$ cat src/rtl/router_port_receiver.sv
// router_port_receiver
//    Receive side of one router output port. Samples the serial stream
//    (dout / valido_n / frameo_n) and rebuilds LSB-first bytes. Each byte is
//    tagged with packet-end and malformed-packet flags. Tagged bytes are
//    buffered in a first-word-fall-through FIFO and presented on a
//    valid/ready stream.
//
// Ports
//    clk, reset_n     single clock; synchronous active-low reset
//    dout             serial data bit
//    valido_n         active-low: dout carries a valid bit this cycle
//    frameo_n         active-low frame; goes high on the final bit of a packet
//    m_data/m_last/m_err/m_valid/m_ready
//                     FIFO head stream; pop on m_valid && m_ready
//    fifo_level       current FIFO occupancy
//    frame_err        1-cycle pulse: malformed close or stray bit
//    ovf              1-cycle pulse: entry dropped because the FIFO was full
//    pkt_cnt          packets closed, including malformed ones (wraps)
//    drop_cnt         dropped entries (saturates)
module router_port_receiver #(
   parameter int FIFO_DEPTH = 16,
   parameter int CNT_W      = 16
) (
   input  logic                        clk,
   input  logic                        reset_n,
   input  logic                        dout,
   input  logic                        valido_n,
   input  logic                        frameo_n,
   output logic [7:0]                  m_data,
   output logic                        m_last,
   output logic                        m_err,
   output logic                        m_valid,
   input  logic                        m_ready,
   output logic [$clog2(FIFO_DEPTH):0] fifo_level,
   output logic                        frame_err,
   output logic                        ovf,
   output logic [CNT_W-1:0]            pkt_cnt,
   output logic [CNT_W-1:0]            drop_cnt
);
   localparam int AW = $clog2(FIFO_DEPTH);
   localparam int LW = AW + 1;

   typedef enum logic [1:0] {S_SYNC, S_IDLE, S_RECV} state_t;

   state_t        state_q, state_d;
   logic [2:0]    bit_cnt_q, bit_cnt_d;
   logic [7:0]    shift_q, shift_d;
   logic [7:0]    byte_w;         // collected bits plus this cycle's bit, if any
   logic          push;
   logic [9:0]    push_entry;     // {err, last, data}
   logic          pkt_inc;
   logic          frame_err_d;

   // ---------------------------------------------------------------
   // Deserialiser FSM
   // ---------------------------------------------------------------
   always_comb begin
      state_d     = state_q;
      bit_cnt_d   = bit_cnt_q;
      shift_d     = shift_q;
      push        = 1'b0;
      push_entry  = '0;
      pkt_inc     = 1'b0;
      frame_err_d = 1'b0;
      byte_w      = shift_q;
      if (!valido_n)
         byte_w = shift_q | (8'(dout) << bit_cnt_q);

      case (state_q)
         // Whatever frame was in flight at reset is skipped entirely.
         S_SYNC: begin
            if (frameo_n)
               state_d = S_IDLE;
         end
         S_IDLE: begin
            if (!frameo_n) begin
               // The opening cycle may already carry bit 0.
               state_d   = S_RECV;
               shift_d   = {7'd0, !valido_n && dout};
               bit_cnt_d = valido_n ? 3'd0 : 3'd1;
            end else if (!valido_n) begin
               frame_err_d = 1'b1;
            end
         end
         S_RECV: begin
            if (frameo_n) begin
               state_d   = S_IDLE;
               pkt_inc   = 1'b1;
               push      = 1'b1;
               shift_d   = '0;
               bit_cnt_d = '0;
               // Only a close that lands exactly on the 8th bit is clean;
               // anything else flushes the partial byte flagged as an error.
               if (!valido_n && bit_cnt_q == 3'd7) begin
                  push_entry = {2'b01, byte_w};
               end else begin
                  push_entry  = {2'b11, byte_w};
                  frame_err_d = 1'b1;
               end
            end else if (!valido_n) begin
               if (bit_cnt_q == 3'd7) begin
                  push       = 1'b1;
                  push_entry = {2'b00, byte_w};
                  shift_d    = '0;
                  bit_cnt_d  = '0;
               end else begin
                  shift_d   = byte_w;
                  bit_cnt_d = bit_cnt_q + 3'd1;
               end
            end
         end
         default: state_d = S_SYNC;
      endcase
   end

   // ---------------------------------------------------------------
   // FWFT FIFO
   // ---------------------------------------------------------------
   logic [9:0]    mem [FIFO_DEPTH];
   logic [AW-1:0] wr_ptr_q, rd_ptr_q;
   logic [LW-1:0] count_q;
   logic          full, pop, do_push, drop;
   logic [9:0]    head;

   assign m_valid = (count_q != '0);
   assign full    = (count_q == LW'(FIFO_DEPTH));
   assign pop     = m_valid && m_ready;
   // A pop in the same cycle frees the slot, so a full FIFO still accepts.
   assign do_push = push && (!full || pop);
   assign drop    = push && full && !pop;

   // The head slot is never written while occupied and not popped, so the
   // outputs stay stable under back-pressure. The RAM has no reset, hence
   // the gating on m_valid.
   assign head   = mem[rd_ptr_q];
   assign m_data = m_valid ? head[7:0] : 8'h00;
   assign m_last = m_valid && head[8];
   assign m_err  = m_valid && head[9];

   always_ff @(posedge clk) begin
      if (do_push)
         mem[wr_ptr_q] <= push_entry;
   end

   logic             frame_err_q, ovf_q;
   logic [CNT_W-1:0] pkt_cnt_q, drop_cnt_q;

   always_ff @(posedge clk) begin
      if (!reset_n) begin
         state_q     <= S_SYNC;
         bit_cnt_q   <= '0;
         shift_q     <= '0;
         wr_ptr_q    <= '0;
         rd_ptr_q    <= '0;
         count_q     <= '0;
         frame_err_q <= 1'b0;
         ovf_q       <= 1'b0;
         pkt_cnt_q   <= '0;
         drop_cnt_q  <= '0;
      end else begin
         state_q     <= state_d;
         bit_cnt_q   <= bit_cnt_d;
         shift_q     <= shift_d;
         frame_err_q <= frame_err_d;
         ovf_q       <= drop;
         if (do_push)
            wr_ptr_q <= wr_ptr_q + 1'b1;
         if (pop)
            rd_ptr_q <= rd_ptr_q + 1'b1;
         count_q <= count_q + LW'(do_push) - LW'(pop);
         if (pkt_inc)
            pkt_cnt_q <= pkt_cnt_q + 1'b1;
         if (drop && drop_cnt_q != '1)
            drop_cnt_q <= drop_cnt_q + 1'b1;
      end
   end

   assign fifo_level = count_q;
   assign frame_err  = frame_err_q;
   assign ovf        = ovf_q;
   assign pkt_cnt    = pkt_cnt_q;
   assign drop_cnt   = drop_cnt_q;

endmodule

$ cat config.mk
export PLATFORM = sky130hd
export DESIGN_NAME = router_port_receiver
export DESIGN_NICKNAME = d
export VERILOG_FILES = /design/src/rtl/router_port_receiver.sv
export SDC_FILE = /design/constraint.sdc
export NUM_CORES = 1
export LEC_CHECK = 0
export ABC_AREA = 1
export BUFFER_PORTS_ARGS = -buffer_cell sky130_fd_sc_hd__buf_2
export CORE_ASPECT_RATIO = 1.75
export CORE_MARGIN = 1.5
export CORE_UTILIZATION = 65
export DETAILED_ROUTE_END_ITERATION = 8
export PLACE_DENSITY_LB_ADDON = 0.25
export RECOVER_POWER = 25
export SETUP_SLACK_MARGIN = 0.15
export SLEW_MARGIN = 20
export SYNTH_ARGS = -nofsm -noshare
export SYNTH_HDL_FRONTEND = slang
export SYNTH_SLANG_ARGS = --single-unit
export TNS_END_PERCENT = 50
$ cat constraint.sdc
create_clock -name clk -period 4 [get_ports clk]
set_clock_uncertainty 0.2 [all_clocks]
set_input_delay 0.4 -clock clk [delete_from_list [all_inputs] [get_ports clk]]
set_output_delay 0.4 -clock clk [all_outputs]
set_load 0.01 [all_outputs]
# Word-level counts from Yosys, hierarchy flattened
# Memory sizes are Yosys's and may differ from the RTL's. A register that Yosys moved wholly into a read port is not among the register bits.
# Cells that the tools add are included.
[word_totals] out_inout_bits=50 in_bits=6 n_memories=1 register_bits=60 elab_cells=83 ramBits=160
[mem_list] memory="mem" words=16 width=10 read_ports=1 rd_clocked_by_memory_dff=1 write_ports=1 line="119" text="logic [9:0] mem [FIFO_DEPTH];"
[op_classes] n_shift=1 bitwise=1 n_addsub=7 eq_ne=8 muxes=36 n_reduce_logical=19
[op_table] operator="8-bit 2-to-1 mux" n=8
[op_table] operator="16-bit by 1-bit adder with 16-bit output (second input constant)" n=2
[op_table] operator="10-bit 2-to-1 mux" n=3
[op_table] operator="16-bit inequality test (second input constant)" n=1
[op_table] operator="8-bit case mux with 2 select lines" n=1
[op_table] operator="1-bit 2-to-1 mux" n=13
[op_table] operator="3-bit 2-to-1 mux" n=4
[op_table] operator="1-bit logical AND" n=9
[op_table] operator="4-bit by 1-bit adder with 4-bit output (second input constant)" n=2
[op_table] operator="4-bit 2-to-1 mux" n=2
[op_table] operator="8-bit bitwise OR" n=1
[op_table] operator="1-bit by 3-bit << shifter with 8-bit output" n=1
[op_table] operator="3-bit case mux with 2 select lines" n=1
[op_table] operator="5-bit by 1-bit adder with 5-bit output" n=1
[op_table] operator="5-bit == test (second input constant)" n=1
[op_table] operator="5-bit nonzero test" n=1
[op_table] operator="5-bit by 1-bit subtractor with 5-bit output" n=1
[op_table] operator="2-bit 2-to-1 mux" n=2
[op_table] operator="2-bit case mux with 2 select lines" n=1
[op_table] operator="3-bit by 1-bit adder with 3-bit output (second input constant)" n=1
[op_table] operator="3-bit == test (second input constant)" n=1
[op_table] operator="1-bit zero test" n=3
[op_table] operator="3-bit inequality test (second input constant)" n=1
[op_table] operator="3-bit AND reduction" n=1
[op_table] operator="10 further kinds" n=10

# Logic depth before layout (Yosys ltp)
[logic_depth] word_depth=8 ltp_mapped=14 depth_no_buf=14

# Worst setup path before layout
# OpenSTA, ideal clock, no wires.
[synth_path] kind="reg-to-reg" startpoint="register count_q[3], in the netlist fifo_level[3]" endpoint="register count_q[4], in the netlist fifo_level[4]" slack_ns=1.174 path_buffers=0 setup_time_ns=0.070 arrival_time_ns=2.556 required_ns=3.730 synth_period_minus_slack_ns=2.826 stages_incl_launch_ff=15 cell_sequence="dfxtp_1 inv_1 ha_1 nand2_1 or2_2 nand2_1 inv_1 ha_1 inv_1 ha_1 inv_1 fa_1 o31ai_1 o21ai_0 a21oi_1"
[synth_between] elab_chain_len=6 elab_cells_between_ends=8 classes_between="add/sub: 2; eq/ne: 1; reduce/logical: 5"
[synth_rtl] item="from (decl)" line="121" text="logic [LW-1:0] count_q;"
[synth_rtl] item="from (signal assigned)" line="170" text="count_q <= count_q + LW'(do_push) - LW'(pop);"
[synth_rtl] item="5-bit nonzero test *" line="125" text="assign m_valid = (count_q != '0);"
[synth_rtl] item="named net m_valid" line="32" text="output logic m_valid,"
[synth_rtl] item="1-bit logical AND *" line="127" text="assign pop = m_valid && m_ready;"
[synth_rtl] item="named net pop" line="122" text="logic full, pop, do_push, drop;"
[synth_rtl] item="1-bit logical OR" line="129" text="assign do_push = push && (!full || pop);"
[synth_rtl] item="1-bit logical AND" line="129"
[synth_rtl] item="5-bit by 1-bit adder with 5-bit output" line="170"
[synth_rtl] item="5-bit by 1-bit subtractor with 5-bit output *" line="170"
# The timed path passes the listed nets; every way through them passes the cells marked *.
# A chain may end at the register's enable or synchronous reset.

==> flow_metrics.py <==
metrics = {
    "setup_path": {
        "crit_path_end_kind": "output port",
        "worst_path_largest_cell_delay_ns": 0.46,
        "required_ns": 3.40,
        "worstPathArrival_ns": 2.54,
        "cp_slowest_cell": "inv_2",
        "crit_fanout": 37,
        "critPathMostFrequentCell": "nand2_1",
        "crit_chain": "inv_2, buf_4, nand2_1, nand3_1, nand3_1, nand2_1, nand2_1, a21oi_1, buf_2",
        "start_kind": "register",
        "cpLargestDelayFamily": "buffers and inverters",
        "critPathKind": "register to output port",
        "crit_buf_inv": 3,
    },
    "final_layout": {
        "layout_commonest_cell": "nand2_1",
        "seq_area_um2": 6090,
        "multiInputGateArea_um2": 3260,
        "area_growth_pct": 8.86,
        "insertedDiodeCount": 0,
        "fin_util": 0.724,
        "drive_gt1_frac": 0.0825,
        "final_nets": 1093,
        "final_cell_mix": "nand2_1, edfxtp_1, nand3_1, nor2_1, dfxtp_1",
        "fill_cells": 1085,
    },
    "cts": {
        "post_cts_buffers": 0,
        "cts_root_buf": "clkbuf_16",
        "hold_buffers": 0,
        "cts_max_level": 1,
        "cts_buffers": 19,
        "path_clk_slew_ns": 0.07,
        "clock_sinks": 224,
        "clockBufferDepth": 3,
        "cts_tree": "yes",
        "clkLatencyLatePin_ns": 0.48,
        "ctsResizeCount": 0,
    },
    "routing": {
        "dr_total_vias": 7153,
        "routedWlPerCell_um": 17.0,
        "dr.pass1.iters": 5,
        "drt_iter0_markers": 418,
        "wirelength_um": 21400,
        "drc": 0,
        "postRouteAntennaNets": 0,
        "vias_per_cell": 5.67,
    },
    "placement": {
        "dp_hpwl_um": 14300,
        "gp_congestion": 0.880,
        "io_buffers": 55,
    },
    "die": {
        "fp.dieW_um": 96.2,
        "die_area_um2": 16000,
        "core_area_um2": 14800,
        "initial_core_util": 0.665,
        "ioPinCount": 56,
        "rows": 59,
        "die-height_um": 166,
    },
    "pwr": {
        "power_density_nw_per_um2": 537,
        "leakagePower_uw": 0.00406,
        "ir_worst_vdd_mv": 0.421,
    },
    "global_routing": {
        "grt_pass1_wl_um": 33600,
        "grt_pass1_vias": 6883,
        "antenna_found_initial": 0,
        "grt_util_all_layers": 0.280,
        "grt_max_degree": 81,
        "grt_overflow": 0,
    },
    "hold_path": {
        "hold_class": "input pin to register",
    },
    "logic_synthesis": {
        "postSynthNetCount": 1045,
        "async_reset_ff_frac": 0,
        "synth_edf_count": 160,
        "syn_area_um2": 9870,
        "synth_cells": 1020,
        "synth.distinct_cells": 40,
        "synthesis.yosys.warnings": 0,
        "ys.flop_type": "edfxtp_1",
        "seq_area_frac_synth": 0.616,
        "avgSynthCellArea_um2": 9.68,
        "ys_ff_latch": 224,
    },
    "timing": {
        "fin_crit_sh": 0.786,
        "final.setup.tns_ns": 0,
        "maxClockFrequency_mhz": 318,
        "finalHoldViolCount": 0,
        "final-setup-viol-count": 0,
        "worst_hold_slack_ns": 0.00287,
        "tightestPinTransition_ns": 0.947,
        "rsz0062_at_grt": "no",
        "slew_headroom": 0.366,
        "drv_slew": 0,
        "period_needed_ns": 3.14,
    },
    "job": {
        "maxCapViolations": 0,
    },
    "outcome": {
        "status": "complete, no violations",
    },
}
per-layer routing:
metal,share of wire,GRT usage
met2,0.53,0.493
met4,0.065,0.169
met3,0.057,0.0348
met1,0.35,0.311
met5,0,0
metrics by stage:
step	instances	power, uW	area (um2)	worst slack (ns)
after floorplan	1020	3620	9870	1.17
after global placement	1230	3990	10300	1.11
after global routing	1262	6030	10700	0.560
after detailed placement	1230	4020	10300	1.04
after CTS	1262	5800	10900	0.890
final	1262	5770	10700	0.857
power breakdown:
part,switching [uW],total [uW],leakage [uW],internal (uW)
registers,63.7,2630,0.00205,2570
logic,926,1340,0.00171,410
clock network,812,1800,0.000299,989
total,1800,5770,0.00406,3970
cell usage after synthesis (7+ instances only):
cell | count | share of area
xor2_1 | 9 | 0.0080
a21oi_1 | 53 | 0.027
inv_1 | 62 | 0.024
dfxtp_1 | 64 | 0.13
o21bai_1 | 7 | 0.0053
nand2_1 | 303 | 0.12
nor2_1 | 75 | 0.029
nand3_1 | 144 | 0.073
edfxtp_1 | 160 | 0.49
buf_2 | 12 | 0.0061
a21oi_2 | 8 | 0.0071
nand4_1 | 8 | 0.0051
nand2_2 | 12 | 0.0076
clkbuf_1 | 21 | 0.0080
o21ai_0 | 22 | 0.011
ha_1 | 18 | 0.023
registers in the layout, summed over array words and instances (netlist names), named ones only:
signal,count
bit_cnt_q,3
drop_cnt,16
fifo_level,5
frame_err,1
mem,160
ovf,1
pkt_cnt,16
rd_ptr_q,4
shift_q,8
state_q,2
wr_ptr_q,4
kinds of logic after synthesis:
group / count (synthesis) / share of synthesized area
xor gates and xnor gates: 11 / 0.00976
AOI/OAI and AO/OA: 96 / 0.0547
adders and majority gates: 19 / 0.0248
buffers and inverters: 109 / 0.0470
DFF: 224 / 0.616
and+or+nand+nor: 561 / 0.247
worst paths after layout:
path / slack, ns / cells past startpoint / from / endpoint
min reg2reg: 0.26 / 2 / shift_q[6] / shift_q[6]
min: 0.003 / 3 / frameo_n / frame_err
max reg2reg: 0.90 / 13 / state_q[0] / fifo_level[4]
max: 0.86 / 9 / register / m_data[6]
cell type report:
cell class	instances	share of cell area
Sequential cell	224	0.566
Tap cell	183	0.0213
Clock inverter	12	0.0100
Multi-Input combinational cell	687	0.303
Timing Repair Buffer	69	0.0294
Clock buffer	20	0.0466
Inverter	67	0.0234
worst register-to-register path, cell delays in order (launching register included):
cell and delay, ns:
dfxtp_1 0.32, inv_1 0.11, ha_1 0.29, nand2_1 0.23
nand2_1 0.19, nand2_1 0.16, ha_1 0.33, inv_1 0.06
ha_1 0.15, inv_1 0.05, fa_1 0.39, o31ai_1 0.30
o21ai_0 0.11, a21oi_1 0.14
Note: power is estimated with default switching activity, not from simulation.
